<file path="config.mk">
export PLATFORM = sky130hd
export DESIGN_NAME = jedro_1_ifu
export DESIGN_NICKNAME = d
export VERILOG_FILES = /design/src/rtl/jedro_1_ifu.sv
export SDC_FILE = /design/constraint.sdc
export NUM_CORES = 1
export LEC_CHECK = 0
export BUFFER_PORTS_ARGS = -buffer_cell sky130_fd_sc_hd__buf_2
export CAP_MARGIN = 20
export CORE_UTILIZATION = 63
export DETAILED_ROUTE_END_ITERATION = 12
export PLACE_DENSITY_LB_ADDON = 0.12
export SLEW_MARGIN = 20
export SYNTH_ARGS = -nofsm -noshare
export SYNTH_HDL_FRONTEND = slang
export SYNTH_SLANG_ARGS = --single-unit
</file>
<file path="constraint.sdc">
create_clock -name clk_i -period 6.9 [get_ports clk_i]
set_input_delay 2.07 -clock clk_i [delete_from_list [all_inputs] [get_ports clk_i]]
set_output_delay 2.07 -clock clk_i [all_outputs]
set_load 0.005 [all_outputs]
</file>
<file path="src/rtl/jedro_1_ifu.sv">
// jedro_1_ifu: instruction fetch unit.
// Issues one word fetch at a time, buffers responses in a small prefetch
// FIFO tagged with their PC, and handles redirects by flushing the FIFO and
// discarding any response that belongs to a request made before the redirect.
module jedro_1_ifu #(
  parameter logic [31:0] BOOT_ADDR  = 32'h0000_0000,
  parameter int          FIFO_DEPTH = 4
) (
  input  logic        clk_i,
  input  logic        rstn_i,
  output logic        mem_req_o,
  output logic [31:0] mem_addr_o,
  input  logic        mem_gnt_i,
  input  logic        mem_rvalid_i,
  input  logic [31:0] mem_rdata_i,
  input  logic        jmp_instr_i,
  input  logic [31:0] jmp_address_i,
  output logic [31:0] instr_rdata_o,
  output logic [31:0] instr_addr_o,
  output logic        instr_valid_o,
  input  logic        dec_ready_i
);

  localparam int PW = $clog2(FIFO_DEPTH);
  localparam int CW = PW + 1;
  localparam logic [CW-1:0] DEPTH = CW'(FIFO_DEPTH);

  typedef enum logic [1:0] {S_IDLE, S_REQ, S_WAIT} state_t;

  state_t        state_q, state_n;
  logic [31:0]   fetch_pc_q, fetch_pc_n;  // next address to request
  logic [31:0]   addr_q, addr_n;          // address of the current/last request
  logic          discard_q, discard_n;    // outstanding response is stale
  logic [CW-1:0] count_q, count_n;
  logic [PW-1:0] rd_ptr_q, wr_ptr_q;
  logic [31:0]   data_mem [FIFO_DEPTH];
  logic [31:0]   addr_mem [FIFO_DEPTH];

  logic [31:0] jmp_tgt;
  logic        rvalid_w, push, pop;

  assign jmp_tgt  = jmp_address_i & 32'hFFFF_FFFC;
  assign rvalid_w = (state_q == S_WAIT) && mem_rvalid_i;
  // a redirect drops whatever arrives or leaves the FIFO in the same cycle
  assign push     = rvalid_w && !discard_q && !jmp_instr_i;
  assign pop      = instr_valid_o && dec_ready_i && !jmp_instr_i;

  assign mem_req_o     = (state_q == S_REQ);
  assign mem_addr_o    = addr_q;
  assign instr_valid_o = (count_q != '0);
  assign instr_rdata_o = instr_valid_o ? data_mem[rd_ptr_q] : 32'h0;
  assign instr_addr_o  = instr_valid_o ? addr_mem[rd_ptr_q] : 32'h0;

  // FIFO occupancy after this cycle's push/pop/flush
  always_comb begin
    count_n = count_q;
    if (jmp_instr_i)        count_n = '0;
    else if (push && !pop)  count_n = count_q + CW'(1);
    else if (pop && !push)  count_n = count_q - CW'(1);
  end

  // fetch sequencing: next state, next PC, request address and discard flag
  always_comb begin
    state_n    = state_q;
    fetch_pc_n = fetch_pc_q;
    addr_n     = addr_q;
    discard_n  = discard_q;

    // a stale grant does not advance the PC: it already holds the target
    if (state_q == S_REQ && mem_gnt_i && !discard_q) fetch_pc_n = addr_q + 32'd4;
    if (jmp_instr_i) fetch_pc_n = jmp_tgt;

    if (rvalid_w) discard_n = 1'b0;
    // only a response still to come can be marked stale
    if (jmp_instr_i && (state_q == S_REQ || (state_q == S_WAIT && !mem_rvalid_i)))
      discard_n = 1'b1;

    case (state_q)
      S_IDLE:  if (count_n < DEPTH) state_n = S_REQ;
      S_REQ:   if (mem_gnt_i) state_n = S_WAIT;
      S_WAIT:  if (mem_rvalid_i) state_n = (count_n < DEPTH) ? S_REQ : S_IDLE;
      default: state_n = S_IDLE;
    endcase

    // address is latched on entry to REQ and held until granted
    if (state_n == S_REQ && state_q != S_REQ) addr_n = fetch_pc_n;
  end

  // control state registers
  always_ff @(posedge clk_i or negedge rstn_i) begin
    if (!rstn_i) begin
      state_q    <= S_IDLE;
      fetch_pc_q <= BOOT_ADDR;
      addr_q     <= BOOT_ADDR;
      discard_q  <= 1'b0;
    end else begin
      state_q    <= state_n;
      fetch_pc_q <= fetch_pc_n;
      addr_q     <= addr_n;
      discard_q  <= discard_n;
    end
  end

  // FIFO pointers and count; a redirect empties the buffer
  always_ff @(posedge clk_i or negedge rstn_i) begin
    if (!rstn_i) begin
      rd_ptr_q <= '0;
      wr_ptr_q <= '0;
      count_q  <= '0;
    end else begin
      count_q <= count_n;
      if (jmp_instr_i) begin
        rd_ptr_q <= '0;
        wr_ptr_q <= '0;
      end else begin
        if (push) wr_ptr_q <= wr_ptr_q + PW'(1);
        if (pop)  rd_ptr_q <= rd_ptr_q + PW'(1);
      end
    end
  end

  // FIFO storage; contents are masked at the outputs while empty
  always_ff @(posedge clk_i) begin
    if (push) begin
      data_mem[wr_ptr_q] <= mem_rdata_i;
      addr_mem[wr_ptr_q] <= addr_q;
    end
  end

endmodule

</file>
==> results of run 1 <==
## state kept, by name, summed over array words and instances (netlist names)
signal / count
wr_ptr_q: 2
addr_mem: 128
discard_q: 1
fetch_pc_q: 32
rd_ptr_q: 2
count_q: 3
mem_addr_o: 32
state_q: 2
data_mem: 128
## Yosys cell counts, drive strengths merged (2+ instances only)
cell type / n / area, um^2
nand2b: 3 / 18.77
a21boi: 2 / 15.01
ha: 8 / 100.1
mux2i: 9 / 90.09
o31a: 3 / 27.53
a31oi: 10 / 62.56
edfxtp: 256 / 7687
mux4: 64 / 1441
clkbuf: 29 / 118.9
mux2: 25 / 281.5
buf: 16 / 81.33
nor3: 8 / 40.04
and3: 9 / 56.30
and2: 74 / 464.2
o21ai: 39 / 195.2
nand2: 45 / 168.9
o41ai: 2 / 17.52
o21bai: 7 / 52.55
or4: 4 / 37.53
nor2: 25 / 93.84
a21oi: 19 / 95.09
xnor2: 23 / 201.4
nand4: 11 / 90.08
nor4: 10 / 77.57
nand4bb: 2 / 22.52
inv: 19 / 71.32
o211ai: 2 / 15.01
a21o: 2 / 15.01
o22ai: 4 / 25.02
xor2: 7 / 61.31
and4: 3 / 27.53
dfrtp: 74 / 1852
o31ai: 6 / 58.81
a211oi: 2 / 15.01
nand3: 12 / 60.06
## stage by stage
stage | area [um^2] | power (mW) | hold WS (ns) | util | worst slack [ns]
2_1_floorplan | 13850 | 3.743 | 0.4726 | - | 2.261
3_3_place_gp | 14910 | 4.368 | 0.4930 | 0.7003 | 2.290
3_5_place_dp | 14910 | 4.417 | 0.5080 | 0.7003 | 2.259
4_1_cts | 15910 | 6.073 | 0.5246 | 0.7474 | 1.734
5_1_grt | 15940 | 6.341 | 0.5517 | 0.7487 | 1.906
6_report | 15940 | 6.047 | 0.5305 | 0.7487 | 2.059
## placed cells by master (no fill, tap or decap), types with 3 or more instances in the layout
cell type,count
clkbuf_1,9
xor2_1,7
mux4_2,64
nand4_1,9
clkinv_1,9
o22ai_1,4
edfxtp_1,256
dfrtp_1,72
buf_4,9
clkinv_2,4
nand2_1,45
nor2_1,25
o21ai_0,38
and3_1,5
and3_4,4
clkbuf_16,35
xnor2_1,23
and2_1,73
o31ai_1,5
mux2_1,3
nand3_1,12
ha_1,8
mux2i_1,9
inv_1,19
a31oi_1,10
o21bai_1,7
mux2_2,22
buf_2,165
nor4_1,9
a21oi_1,19
nor3_1,8
## logic make-up after synthesis
| group | Yosys count |
|---|---|
| DFF | 330 |
| xor gates and xnor gates | 30 |
| muxes | 98 |
| adders and majority gates | 9 |
| AOI/OAI and AO/OA | 104 |
| and+or+nand+nor | 210 |
| buffers and inverters | 66 |
## per-layer routing
| layer | vias to the layer above | global-route usage | share of wire |
|---|---|---|---|
| li1 | 3584 | - | - |
| met1 | 4040 | 0.3540 | 0.42 |
| met2 | 284 | 0.4242 | 0.49 |
| met3 | 39 | 0.05303 | 0.068 |
| met4 | 0 | 0.07879 | 0.018 |
| met5 | - | 0 | 0 |
## layout make-up
type,instances,area [um^2]
Sequential cell,330,9547
Inverter,19,71.32
Timing Repair Buffer,175,920.9
Clock inverter,16,78.83
Tap cell,275,344.1
Clock buffer,45,923.4
Fill cell,1287,5350
Multi-Input combinational cell,451,4051
## worst register-to-register path: cells and delay by family (launching register included)
kind	cells	cell delay, ns
compound gates	2	1.10
buf+inv	2	0.58
simple gates	2	0.41
flops	1	0.41
mux	1	0.39
fa+ha+maj	1	0.19
## power groups by stage
| stage | clock network, mW | registers [mW] | logic (mW) |
|---|---|---|---|
| floorplan | 0 | 2.65 | 1.10 |
| global placement | 0 | 2.86 | 1.51 |
| detailed placement | 0 | 2.88 | 1.54 |
| CTS | 1.68 | 2.84 | 1.55 |
| global route | 1.76 | 2.82 | 1.76 |
| finish | 1.66 | 2.78 | 1.61 |
## final timing paths
kind                                           to  depth (start not counted)
worst max-delay path            instr_rdata_o[17]                          5
min in group asynchronous           mem_addr_o[6]                          1
max in group asynchronous             rd_ptr_q[0]                          2
worst min-delay path               fetch_pc_q[26]                          2
worst min register to register     fetch_pc_q[26]                          2
worst max register to register     mem_addr_o[17]                          8
==> impl_metrics.tcl, run 1 <==
set metrics [dict create \
    power_frac_seq 0.460 \
    n_antenna_cell 0 \
    numCtsBuffers 34 \
    floorplan.die.height_um 150.3 \
    power.share.switching 0.3078 \
    crit_path_end_kind "output port" \
    synth_top_family_by_area "multiplexers" \
    cp_data_arrival_time_ns 2.77 \
    die_x_um 150.3 \
    pwr-share-clk 0.274 \
    clk_pin_slew_ns 0.06 \
    synth-edff-count 256 \
    drive_gt1_frac 0.3108 \
    routedWlPerCell_um 21.55 \
    holdBufCountCts 0 \
    synth_nets 925 \
    synth-xor-area-share 0.01897 \
    insertion_delay_ns 0.51 \
    cts.path.max_buffers 3 \
    setup_tns_ns 0 \
    start_util 0.6509 \
    grt_max_degree 66 \
    crit_type "reg2out" \
    track_usage 0.2592 \
    worstMarginPinSlew_ns 1.051 \
    htreeDepth 2 \
    ys_ff_latch 330 \
    hp-class "reg2reg" \
    first_pass_iters 5 \
    drt_iter0_drc 542 \
    p_int_mw 4.186 \
    post-route-period-util 0.7017 \
    final-max-slew-violation-count 0 \
    placed_cells 1249 \
    max_freq_mhz 206.6 \
    finalSetupViolCount 0 \
    p_leak_nw 5.796 \
    finalClockSkew_ns 0.02128 \
    cp-startpoint "rd_ptr_q[0]" \
    dieArea_um2 22590 \
    irDropWorstVdd_v 0.0003299 \
    hpwl_um 16090 \
    io_pins 168 \
    yosys_warnings 0 \
    post_cts_resized 0 \
    grt_pass1_wl_um 43610 \
    ys.flop_type "edfxtp_1" \
    hold_viol_final 0 \
    drtAntennaViolNets 0 \
    totalWireLength_um 28250 \
    min_from "fetch_pc_q[26]" \
    relSlewSlack 0.2992 \
    core_um2 21290 \
    drc 0 \
    cp.required_ns 4.83 \
    synthAdderAreaFrac 0.007947 \
    synthArstFlopShare 0.2242 \
    rrSetupSlack_ns 3.69 \
    gp_congestion 0.8162 \
    grt-ovfl-total 0 \
    syn-cell-area_um2 13850 \
    io_buffers 165 \
    power_density_nw_per_um2 379.5 \
    final_cells 1311 \
    ys_seq_area_frac 0.6885 \
    cts.sinks 330 \
    worstPathCellList "buf_16 > buf_4 > mux4_2 > and2_1 > buf_2" \
    area_delta_synth_final_pct 15.03 \
    outcome "completed" \
    post_cts_buffers 0 \
    synth_mux_area_frac 0.1309 \
    switchingPower_mw 1.862 \
    cp_top_family "buffers and inverters" \
    synth.distinct_cells 62 \
    synth_compound_area_frac 0.04669 \
    synth_area_per_cell_um2 16.36 \
    synthSimpleGateAreaFrac 0.08588 \
    postSynthCellCount 847 \
    p_comb_frac 0.266 \
    path_max_fanout 35 \
    rows 53 \
    path_buf_inv 3 \
    maxCapViolCount 0 \
    via_count 7947 \
    rsz0062_at_grt "no" \
    viasPerCell 6.062 \
    antenna_found_initial 0 \
    final_nets 1089 \
    max_stage_delay_ns 0.69 \
    crit_path_start_kind "flip-flop" \
    fin_crit_ns 4.841 \
    cpMaxStageDelayCell "dfrtp_4" \
    cts_tree "done" \
    clk_root_buffer_cell "clkbuf_16" \
    r2r-start "count_q[1]" \
    grt_pass1_vias 8027 \
]
Note: power is estimated with default switching activity, not from simulation.
==> inputs of run 2 (changes only) <==
- CORE_UTILIZATION: 63 -> 58
- clock period: 6.9 -> 5.05 ns (I/O delays scaled with it)
==> run 2 against run 1 <==
  * Register-to-register slack got worse by 1.5 ns
  * First-iteration DRC count rose by 4.8%
  * Non-clock buffer count rose by 10
  * Worst hold slack got worse by 0.014 ns
  * Wire length rose by 0.77%
  * Die area rose by 8.5%
  * Clock skew fell by 0.0056 ns
  * Via count fell by 0.49%
  * Critical endpoint is now instr_addr_o[31]
  * Highest routed layer unchanged
==> impl_metrics.tcl, run 2 (synthesis gave the netlist of run 1 again) <==
set metrics [dict create \
    routedWlPerCell_um 20.81 \
    area_delta_synth_final_pct 17.10 \
    irDropWorstVdd_v 0.0003669 \
    placed_cells 1304 \
    rsz0062_at_grt "no" \
    worstPathCellList "buf_4 > mux4_2 > and2_1 > buf_2" \
    cts_tree "done" \
    grt-ovfl-total 0 \
    cp-startpoint "rd_ptr_q[0]" \
    p_comb_frac 0.255 \
    cts.sinks 330 \
    post_cts_resized 0 \
    io_buffers 165 \
    viasPerCell 5.781 \
    p_int_mw 5.904 \
    crit_type "reg2out" \
    hpwl_um 16940 \
    setup_tns_ns 0 \
    top_regs "addr_mem x128, data_mem x128" \
    stdcell_area_um2 16220 \
    io_pins 168 \
    n_antenna_cell 0 \
    floorplan.die.height_um 156.6 \
    drtAntennaViolNets 0 \
    outcome "completed" \
    max_stage_delay_ns 0.87 \
    grt_pass1_vias 7832 \
    cpMaxStageDelayCell "dfrtp_4" \
    clk_pin_slew_ns 0.06 \
    cp_data_arrival_time_ns 2.62 \
    max_freq_mhz 241.7 \
    power_density_nw_per_um2 521.7 \
    power_frac_seq 0.452 \
    layout_common_cells "256 x edfxtp_1, 165 x buf_2, 73 x and2_1" \
    cts.path.max_buffers 3 \
    p_leak_nw 5.905 \
    antenna_found_initial 0 \
    path_max_fanout 29 \
    grt_max_degree 66 \
    via_count 7908 \
    pwr-share-clk 0.293 \
    rrSetupSlack_ns 2.23 \
    core_um2 23470 \
    numCtsBuffers 35 \
    drc 0 \
    start_util 0.5902 \
    post_cts_buffers 0 \
    post-route-period-util 0.8194 \
    worstMarginPinSlew_ns 1.052 \
    final_cells 1368 \
    placed_area_um2 15110 \
    first_pass_iters 5 \
    hold_viol_final 0 \
    clk_root_buffer_cell "clkbuf_16" \
    die_x_um 156.6 \
    relSlewSlack 0.2987 \
    final-max-slew-violation-count 0 \
    power.share.switching 0.3024 \
    crit_path_end_kind "output port" \
    insertion_delay_ns 0.51 \
    layout.cells.most_common "edfxtp_1" \
    final_nets 1100 \
    finalClockSkew_ns 0.01570 \
    dieArea_um2 24510 \
    crit_path_start_kind "flip-flop" \
    utilization 0.6912 \
    drive_gt1_frac 0.3203 \
    gp_congestion 0.7850 \
    maxCapViolCount 0 \
    fin_crit_ns 4.138 \
    grt_pass1_wl_um 44090 \
    finalSetupViolCount 0 \
    totalWireLength_um 28470 \
    switchingPower_mw 2.559 \
    r2r-start "count_q[0]" \
    cp.required_ns 3.54 \
    track_usage 0.2406 \
    drt_iter0_drc 568 \
    htreeDepth 2 \
    min_from "fetch_pc_q[14]" \
    holdBufCountCts 0 \
    rows 56 \
    hp-class "reg2reg" \
]
[run 2: worst paths after layout]
check,endpoint,depth (start not counted)
hold / removal,fetch_pc_q[14],2
min in group asynchronous,mem_addr_o[6],1
hold reg to reg,fetch_pc_q[14],2
setup reg to reg,mem_addr_o[7],8
max in group asynchronous,mem_addr_o[11],2
setup / recovery,instr_addr_o[31],4
[run 2: cell type report]
| class | count | area (um^2) |
|---|---|---|
| sequential | 330 | 9547 |
| fill | 1602 | 7249 |
| multi-input combinational | 451 | 4056 |
| timing repair buffer | 185 | 1039 |
| clock buffer | 46 | 938.4 |
| tap | 319 | 399.1 |
| clock inverter | 18 | 172.7 |
| inverter | 19 | 71.32 |
[run 2: power by group through the flow]
stage	registers, mW	logic, mW	clock network [mW]
2_1_floorplan	3.62	1.50	0
3_3_place_gp	3.86	2.15	0
3_5_place_dp	3.88	2.18	0
4_1_cts	3.82	2.19	2.52
5_1_grt	3.88	2.38	2.63
6_report	3.82	2.16	2.48
[run 2: critical path: cells and delay by family (launching register included)]
kind,cells,cell delay [ns]
flip-flops,1,0.87
multiplexers,1,0.54
buffers and inverters,2,0.51
AND/OR/NAND/NOR,1,0.19
[run 2: per-layer routing]
metal / part of all wire / wire length (um) / up-vias / global-route usage
met5: 0 / 0 / - / 0
met4: 0.019 / 551 / 0 / 0.07516
met3: 0.058 / 1643 / 32 / 0.04320
met2: 0.48 / 13790 / 250 / 0.3778
met1: 0.44 / 12490 / 4009 / 0.3465
li1: - / - / 3617 / -
[run 2: stage by stage]
step | hold WS [ns] | setup slack, ns | power [mW]
after floorplan | 0.4726 | 0.9660 | 5.114
after global placement | 0.4914 | 1.399 | 6.014
after detailed placement | 0.4988 | 1.364 | 6.056
after CTS | 0.5128 | 0.8565 | 8.537
after global routing | 0.5208 | 0.7863 | 8.891
final | 0.5164 | 0.9121 | 8.463
